## src/rtl/dmem_resp.sv

```systemverilog
// Data-side memory responder: direct-mapped write-through read-allocate word cache
// with a one-entry posted write buffer and a req/ack backing-memory port.
module dmem_resp #(
    parameter int          LINES     = 16,
    parameter logic [31:0] SEG_BASE  = 32'h0000_1000,
    parameter logic [31:0] SEG_LIMIT = 32'h0000_FFFC
) (
    input  logic        clk,
    input  logic        rst_n,
    input  logic [31:0] d_addr,
    input  logic [31:0] d_wr_data,
    input  logic        d_rd,
    input  logic        d_wr,
    output logic [31:0] d_rd_data,
    output logic        d_miss,
    output logic        d_segfault,
    output logic        mem_req,
    output logic        mem_we,
    output logic [31:0] mem_addr,
    output logic [31:0] mem_wdata,
    input  logic [31:0] mem_rdata,
    input  logic        mem_ack
);

    localparam int IDX_W = $clog2(LINES);
    localparam int TAG_W = 32 - IDX_W - 2;

    typedef enum logic [1:0] {
        ST_IDLE  = 2'd0,
        ST_DRAIN = 2'd1,
        ST_FILL  = 2'd2
    } state_t;

    state_t             state_q;
    logic               valid_q [LINES];
    logic [TAG_W-1:0]   tag_q   [LINES];
    logic [31:0]        data_q  [LINES];
    logic [31:0]        d_rd_data_q;
    // While in DRAIN these two registers are the posted write buffer;
    // while in FILL mem_addr_q remembers which line the fill installs.
    logic               mem_req_q;
    logic               mem_we_q;
    logic [31:0]        mem_addr_q;
    logic [31:0]        mem_wdata_q;

    logic [IDX_W-1:0]   idx_s;
    logic [TAG_W-1:0]   tag_s;
    logic [IDX_W-1:0]   fill_idx_s;
    logic [TAG_W-1:0]   fill_tag_s;
    logic               seg_s;
    logic               hit_s;
    logic               load_acc_s;
    logic               load_miss_s;
    logic               store_acc_s;
    logic               store_miss_s;
    logic               start_fill_s;
    logic               fill_done_s;

    assign idx_s      = d_addr[IDX_W+1:2];
    assign tag_s      = d_addr[31:IDX_W+2];
    assign fill_idx_s = mem_addr_q[IDX_W+1:2];
    assign fill_tag_s = mem_addr_q[31:IDX_W+2];

    // Request classification: legality, hit/miss, and which transitions it triggers.
    always_comb begin
        seg_s        = 1'b0;
        hit_s        = 1'b0;
        load_acc_s   = 1'b0;
        load_miss_s  = 1'b0;
        store_acc_s  = 1'b0;
        store_miss_s = 1'b0;
        start_fill_s = 1'b0;
        fill_done_s  = 1'b0;
        if ((d_rd || d_wr) &&
            ((d_addr < SEG_BASE) || (d_addr > SEG_LIMIT) ||
             (d_addr[1:0] != 2'b00) || (d_rd && d_wr))) begin
            seg_s = 1'b1;
        end else begin
            seg_s = 1'b0;
        end
        hit_s        = valid_q[idx_s] && (tag_q[idx_s] == tag_s);
        load_acc_s   = d_rd && !seg_s && hit_s;
        load_miss_s  = d_rd && !seg_s && !hit_s;
        store_acc_s  = d_wr && !seg_s && (state_q == ST_IDLE);
        store_miss_s = d_wr && !seg_s && (state_q != ST_IDLE);
        start_fill_s = load_miss_s && (state_q == ST_IDLE);
        fill_done_s  = (state_q == ST_FILL) && mem_ack;
    end

    assign d_miss     = load_miss_s || store_miss_s;
    assign d_segfault = seg_s;

    // Transaction FSM: launches fills/drains and holds the memory port stable until ack.
    always_ff @(posedge clk or negedge rst_n) begin
        if (!rst_n) begin
            state_q     <= ST_IDLE;
            mem_req_q   <= 1'b0;
            mem_we_q    <= 1'b0;
            mem_addr_q  <= 32'h0000_0000;
            mem_wdata_q <= 32'h0000_0000;
        end else begin
            case (state_q)
                ST_IDLE: begin
                    if (start_fill_s) begin
                        state_q    <= ST_FILL;
                        mem_req_q  <= 1'b1;
                        mem_we_q   <= 1'b0;
                        mem_addr_q <= {d_addr[31:2], 2'b00};
                    end else if (store_acc_s) begin
                        state_q     <= ST_DRAIN;
                        mem_req_q   <= 1'b1;
                        mem_we_q    <= 1'b1;
                        mem_addr_q  <= {d_addr[31:2], 2'b00};
                        mem_wdata_q <= d_wr_data;
                    end
                end
                ST_DRAIN: begin
                    if (mem_ack) begin
                        state_q   <= ST_IDLE;
                        mem_req_q <= 1'b0;
                        mem_we_q  <= 1'b0;
                    end
                end
                ST_FILL: begin
                    if (mem_ack) begin
                        state_q   <= ST_IDLE;
                        mem_req_q <= 1'b0;
                        mem_we_q  <= 1'b0;
                    end
                end
                default: begin
                    state_q   <= ST_IDLE;
                    mem_req_q <= 1'b0;
                    mem_we_q  <= 1'b0;
                end
            endcase
        end
    end

    // Cache array: fills install a whole line; stores only update a resident line.
    always_ff @(posedge clk or negedge rst_n) begin
        if (!rst_n) begin
            for (int i = 0; i < LINES; i++) begin
                valid_q[i] <= 1'b0;
                tag_q[i]   <= '0;
                data_q[i]  <= 32'h0000_0000;
            end
        end else if (fill_done_s) begin
            valid_q[fill_idx_s] <= 1'b1;
            tag_q[fill_idx_s]   <= fill_tag_s;
            data_q[fill_idx_s]  <= mem_rdata;
        end else if (store_acc_s && hit_s) begin
            data_q[idx_s] <= d_wr_data;
        end
    end

    // Load data register: zero after a segfault, line data after a hit, else hold.
    always_ff @(posedge clk or negedge rst_n) begin
        if (!rst_n) begin
            d_rd_data_q <= 32'h0000_0000;
        end else if (seg_s) begin
            d_rd_data_q <= 32'h0000_0000;
        end else if (load_acc_s) begin
            d_rd_data_q <= data_q[idx_s];
        end
    end

    assign d_rd_data = d_rd_data_q;
    assign mem_req   = mem_req_q;
    assign mem_we    = mem_we_q;
    assign mem_addr  = mem_addr_q;
    assign mem_wdata = mem_wdata_q;

endmodule

```

## config.mk

```make
export PLATFORM = sky130hd
export DESIGN_NAME = dmem_resp
export DESIGN_NICKNAME = d
export VERILOG_FILES = /design/src/rtl/dmem_resp.sv
export SDC_FILE = /design/constraint.sdc
export NUM_CORES = 2
export LEC_CHECK = 0
export BUFFER_PORTS_ARGS = -buffer_cell sky130_fd_sc_hd__buf_2
export CAP_MARGIN = 20
export CORE_ASPECT_RATIO = 1.1
export CORE_MARGIN = 3
export CORE_UTILIZATION = 25
export CTS_CLUSTER_DIAMETER = 60
export DETAILED_ROUTE_END_ITERATION = 8
export GPL_ROUTABILITY_DRIVEN = 0
export HOLD_SLACK_MARGIN = 0.12
export PLACE_DENSITY = 0.38
export SLEW_MARGIN = 20
export SYNTH_ARGS = -nofsm -noshare
export SYNTH_HDL_FRONTEND = slang
export SYNTH_SLANG_ARGS = --single-unit
```

## constraint.sdc

```tcl
create_clock -name clk -period 4.7 [get_ports clk]
set_input_delay 0.94 -clock clk [delete_from_list [all_inputs] [get_ports clk]]
set_output_delay 0.94 -clock clk [all_outputs]
set_load 0.03 [all_outputs]
```

==> out/qor.yml <==
hold_path:
  hp-class: "reg -> reg"
place:
  pre_cts_ws_ns: -0.491
  io_buffer_count: 198
  dp_hpwl_mm: 164
  numPlacedInstances: 8081
route:
  drtAntennaViolNets: 0
  via_count: 46400
  routedWlPerCell_um: 32.3
  drc: 0
  first_pass_iters: 6
  routed_wl_mm: 270
  drt_iter0_drc: 4673
  via_per_inst: 5.54
worst_setup_path:
  worstPathMaxFanout: 8
  slowest_stage: "mux4_2"
  critPathKind: "in -> out"
  cp_top_family: "buffers and inverters"
  slowest_delay_ns: 0.52
  crit_required_ns: 3.76
  critPathCaptureType: "output port"
  worstPathCellList: "buf_16, buf_16, buf_4, mux4_2, mux2i_4, xnor2_2, a2111oi_1, a31o_1, nand4_4, nor4_4, buf_6, o22ai_4, buf_6"
  critPathBufInv: 5
  reg2reg_slack_ns: 0.72
  worstPathArrival_ns: 3.80
  worstSetupStartpointType: "input pin"
final_layout:
  fill_cells: 21800
  finalNonFillerCells: 8375
  area_delta_synth_final_pct: 20.6
  fin_nets: 5591
  fin_util: 0.304
  drive_gt1_frac: 0.205
clock_network:
  clk_pin_slew_ns: 0.05
  clkLatencyLatePin_ns: 0.79
  cts-htree-levels: 4
  cts_root_buffer: "clkbuf_16"
  clock_sinks: 1041
  clockBufferDepth: 3
  cts_buffers: 141
  cts_tree: "built"
pwr:
  pwr_density_cell_mw_per_mm2: 336
  pwr-share-seq: 0.418
  power.share.clock: 0.527
  vdd_drop_max_mv: 0.368
  comb_power_share: 0.055
  leakagePower_nw: 28.5
  internal_power_mw: 16.1
  switchingPower_mw: 5.30
  switching_share: 0.247
synthesis:
  yosysTopAreaCellShare: 0.493
  ys_types: 74
  syn_inst: 5453
  ys_seq_area_frac: 0.493
  synth-main-ff-cell: "dfrtp_1"
  synth_edf_count: 0
  syn_avg_cell_area_um2: 9.70
  yosysWarningCount: 0
  async_flop_share: 1.00
  netlist_top_cells_area: "dfrtp_1, nand2_1, mux4_2"
  yosysTopAreaCell: "dfrtp_1"
  syn-cell-area_mm2: 0.0529
  ys_ff_latch: 1041
floorplan:
  design.die.area_mm2: 0.217
  ios: 201
  die_w_um: 445
  die_h_um: 488
  start_util: 0.252
  row_count: 176
  core-area_mm2: 0.210
sta:
  tightest_slew_ns: 1.20
  hold_viol: 0
  maxSlewViolCount: 0
  fin_worst_skew_ns: 0.0359
  fmax_mhz: 211
  fin_hold_ws_ns: 0.463
  rsz0062_at_grt: "true"
  slew_headroom: 0.197
  worst_slack_ns: -0.0448
  setup_viol: 1
  period_needed_ns: 4.74
  fin_crit_sh: 1.01
global_routing:
  overflow: 0
  grt_use_total: 0.244
  grt_pass1_wl_mm: 380
  grt_start_max_net_pins: 123
  grt_pass1_vias: 46500
  antenna_found_initial: 37
job:
  drv_cap: 0
status:
  violations: "negative setup slack"
  status: "finished, violations left"
==> path summary, 6_finish.rpt <==
kind | start | endpoint | cells after the start
max in group asynchronous | rst_n | valid_q[2] | 4
worst max-delay path | d_addr[3] | d_miss | 13
worst min-delay path | valid_q[8] | valid_q[8] | 1
min in group asynchronous | rst_n | tag_q[397] | 2
worst min register to register | valid_q[8] | valid_q[8] | 1
worst max register to register | tag_q[163] | data_q[206] | 13
==> placed cells by master, fill, tap and decap left out, drive strengths merged, types with 18 or more instances in the layout <==
master and n:
nand3 30, mux2i 92, inv 24, a22oi 541, nand2b 24, o22ai 527
mux2 29, and4 30, nand4 18, o211ai 46, nor2 38, nand2 1930
dfrtp 1041, clkinv 22, buf 556, mux4 228, clkbuf 214, and3 18
==> sequential cells by signal, summed over array words and instances (netlist names) <==
| signal | cells |
|---|---|
| mem_addr | 30 |
| d_rd_data | 32 |
| data_q | 512 |
| tag_q | 416 |
| state_q | 2 |
| mem_wdata | 32 |
| valid_q | 16 |
| mem_req | 1 |
==> power groups by stage <==
stage,Clock (mW),Combinational (mW),Sequential (mW)
after floorplan,0,0.507,9.13
after global placement,0,1.14,9.13
after detailed placement,0,1.14,9.13
after CTS,11.5,1.14,8.96
after global routing,11.9,1.25,8.96
final,11.3,1.18,8.97
==> repair_timing <==
item / CTS / global route
gates resized for setup: 21 / 54
setup endpoints to repair: 1 / 1
endpoints found under the hold margin: 27 / 0
pin swaps: 4 / 14
hold buffers: 1 / 0
buffers inserted: 2 / 18
gates cloned: 0 / 2
==> logic make-up after synthesis <==
kind of cell               Yosys count  synth area share
AOI/OAI and AO/OA                 1211             0.160
buffers and inverters              681            0.0605
adders and majority gates            2          0.000473
muxes                              349             0.121
xor gates and xnor gates            26           0.00431
and+or+nand+nor                   2142             0.162
other                                1         0.0000709
DFF                               1041             0.493
==> worst reg2reg max path, stage by stage, from the launching register on <==
cell and delay, ns:
dfrtp_1 0.41, mux4_2 0.47, mux2_2 0.30, o32ai_1 0.21, a31oi_1 0.17, a31oi_1 0.37
nand3b_1 0.22, nor4_4 0.08, buf_6 0.17, buf_4 0.14, buf_4 0.15, a21oi_4 0.32
buf_12 0.51, o22ai_1 0.31
==> routing by layer <==
metal	global-route usage	up-vias	wire, um
met5	0	-	130
met4	0.102	20	12000
met3	0.0421	525	17800
met2	0.401	2187	129000
met1	0.317	24200	111000
li1	-	19400	-
==> cells in the mapped netlist, types with 30 or more instances <==
master    number
clkbuf_1     371
o22ai_1      527
buf_1        101
mux4_2       228
nor2_1        37
and4_1        30
nand2_1     1930
buf_2         67
buf_4        109
mux2i_1       92
o211ai_1      46
dfrtp_1     1041
a22oi_1      541
nand3_1       30
==> cell type report <==
| cell class | count | area, um^2 | area share |
|---|---|---|---|
| diodes | 16 | 40.0 | 0.000628 |
| clock buffers | 213 | 4310 | 0.0676 |
| clock inverters | 42 | 509 | 0.00799 |
| inverters | 14 | 55.1 | 0.000863 |
| multi-input cells | 3732 | 24200 | 0.380 |
| flip-flops and latches | 1041 | 26100 | 0.408 |
| well taps | 2759 | 3450 | 0.0541 |
| repair buffers | 558 | 5110 | 0.0801 |
==> stage by stage <==
stage	instance area, um^2	setup TNS [ns]	total power [mW]
after global routing	63800	-0.107	22.1
after detailed placement	58400	-94.66	10.3
after CTS	63300	-0.181	21.6
final	63800	-0.0448	21.4
after floorplan	52900	0	9.64
after global placement	58400	-109.43	10.3
No activity file was read; power rests on OpenSTA's default activity.
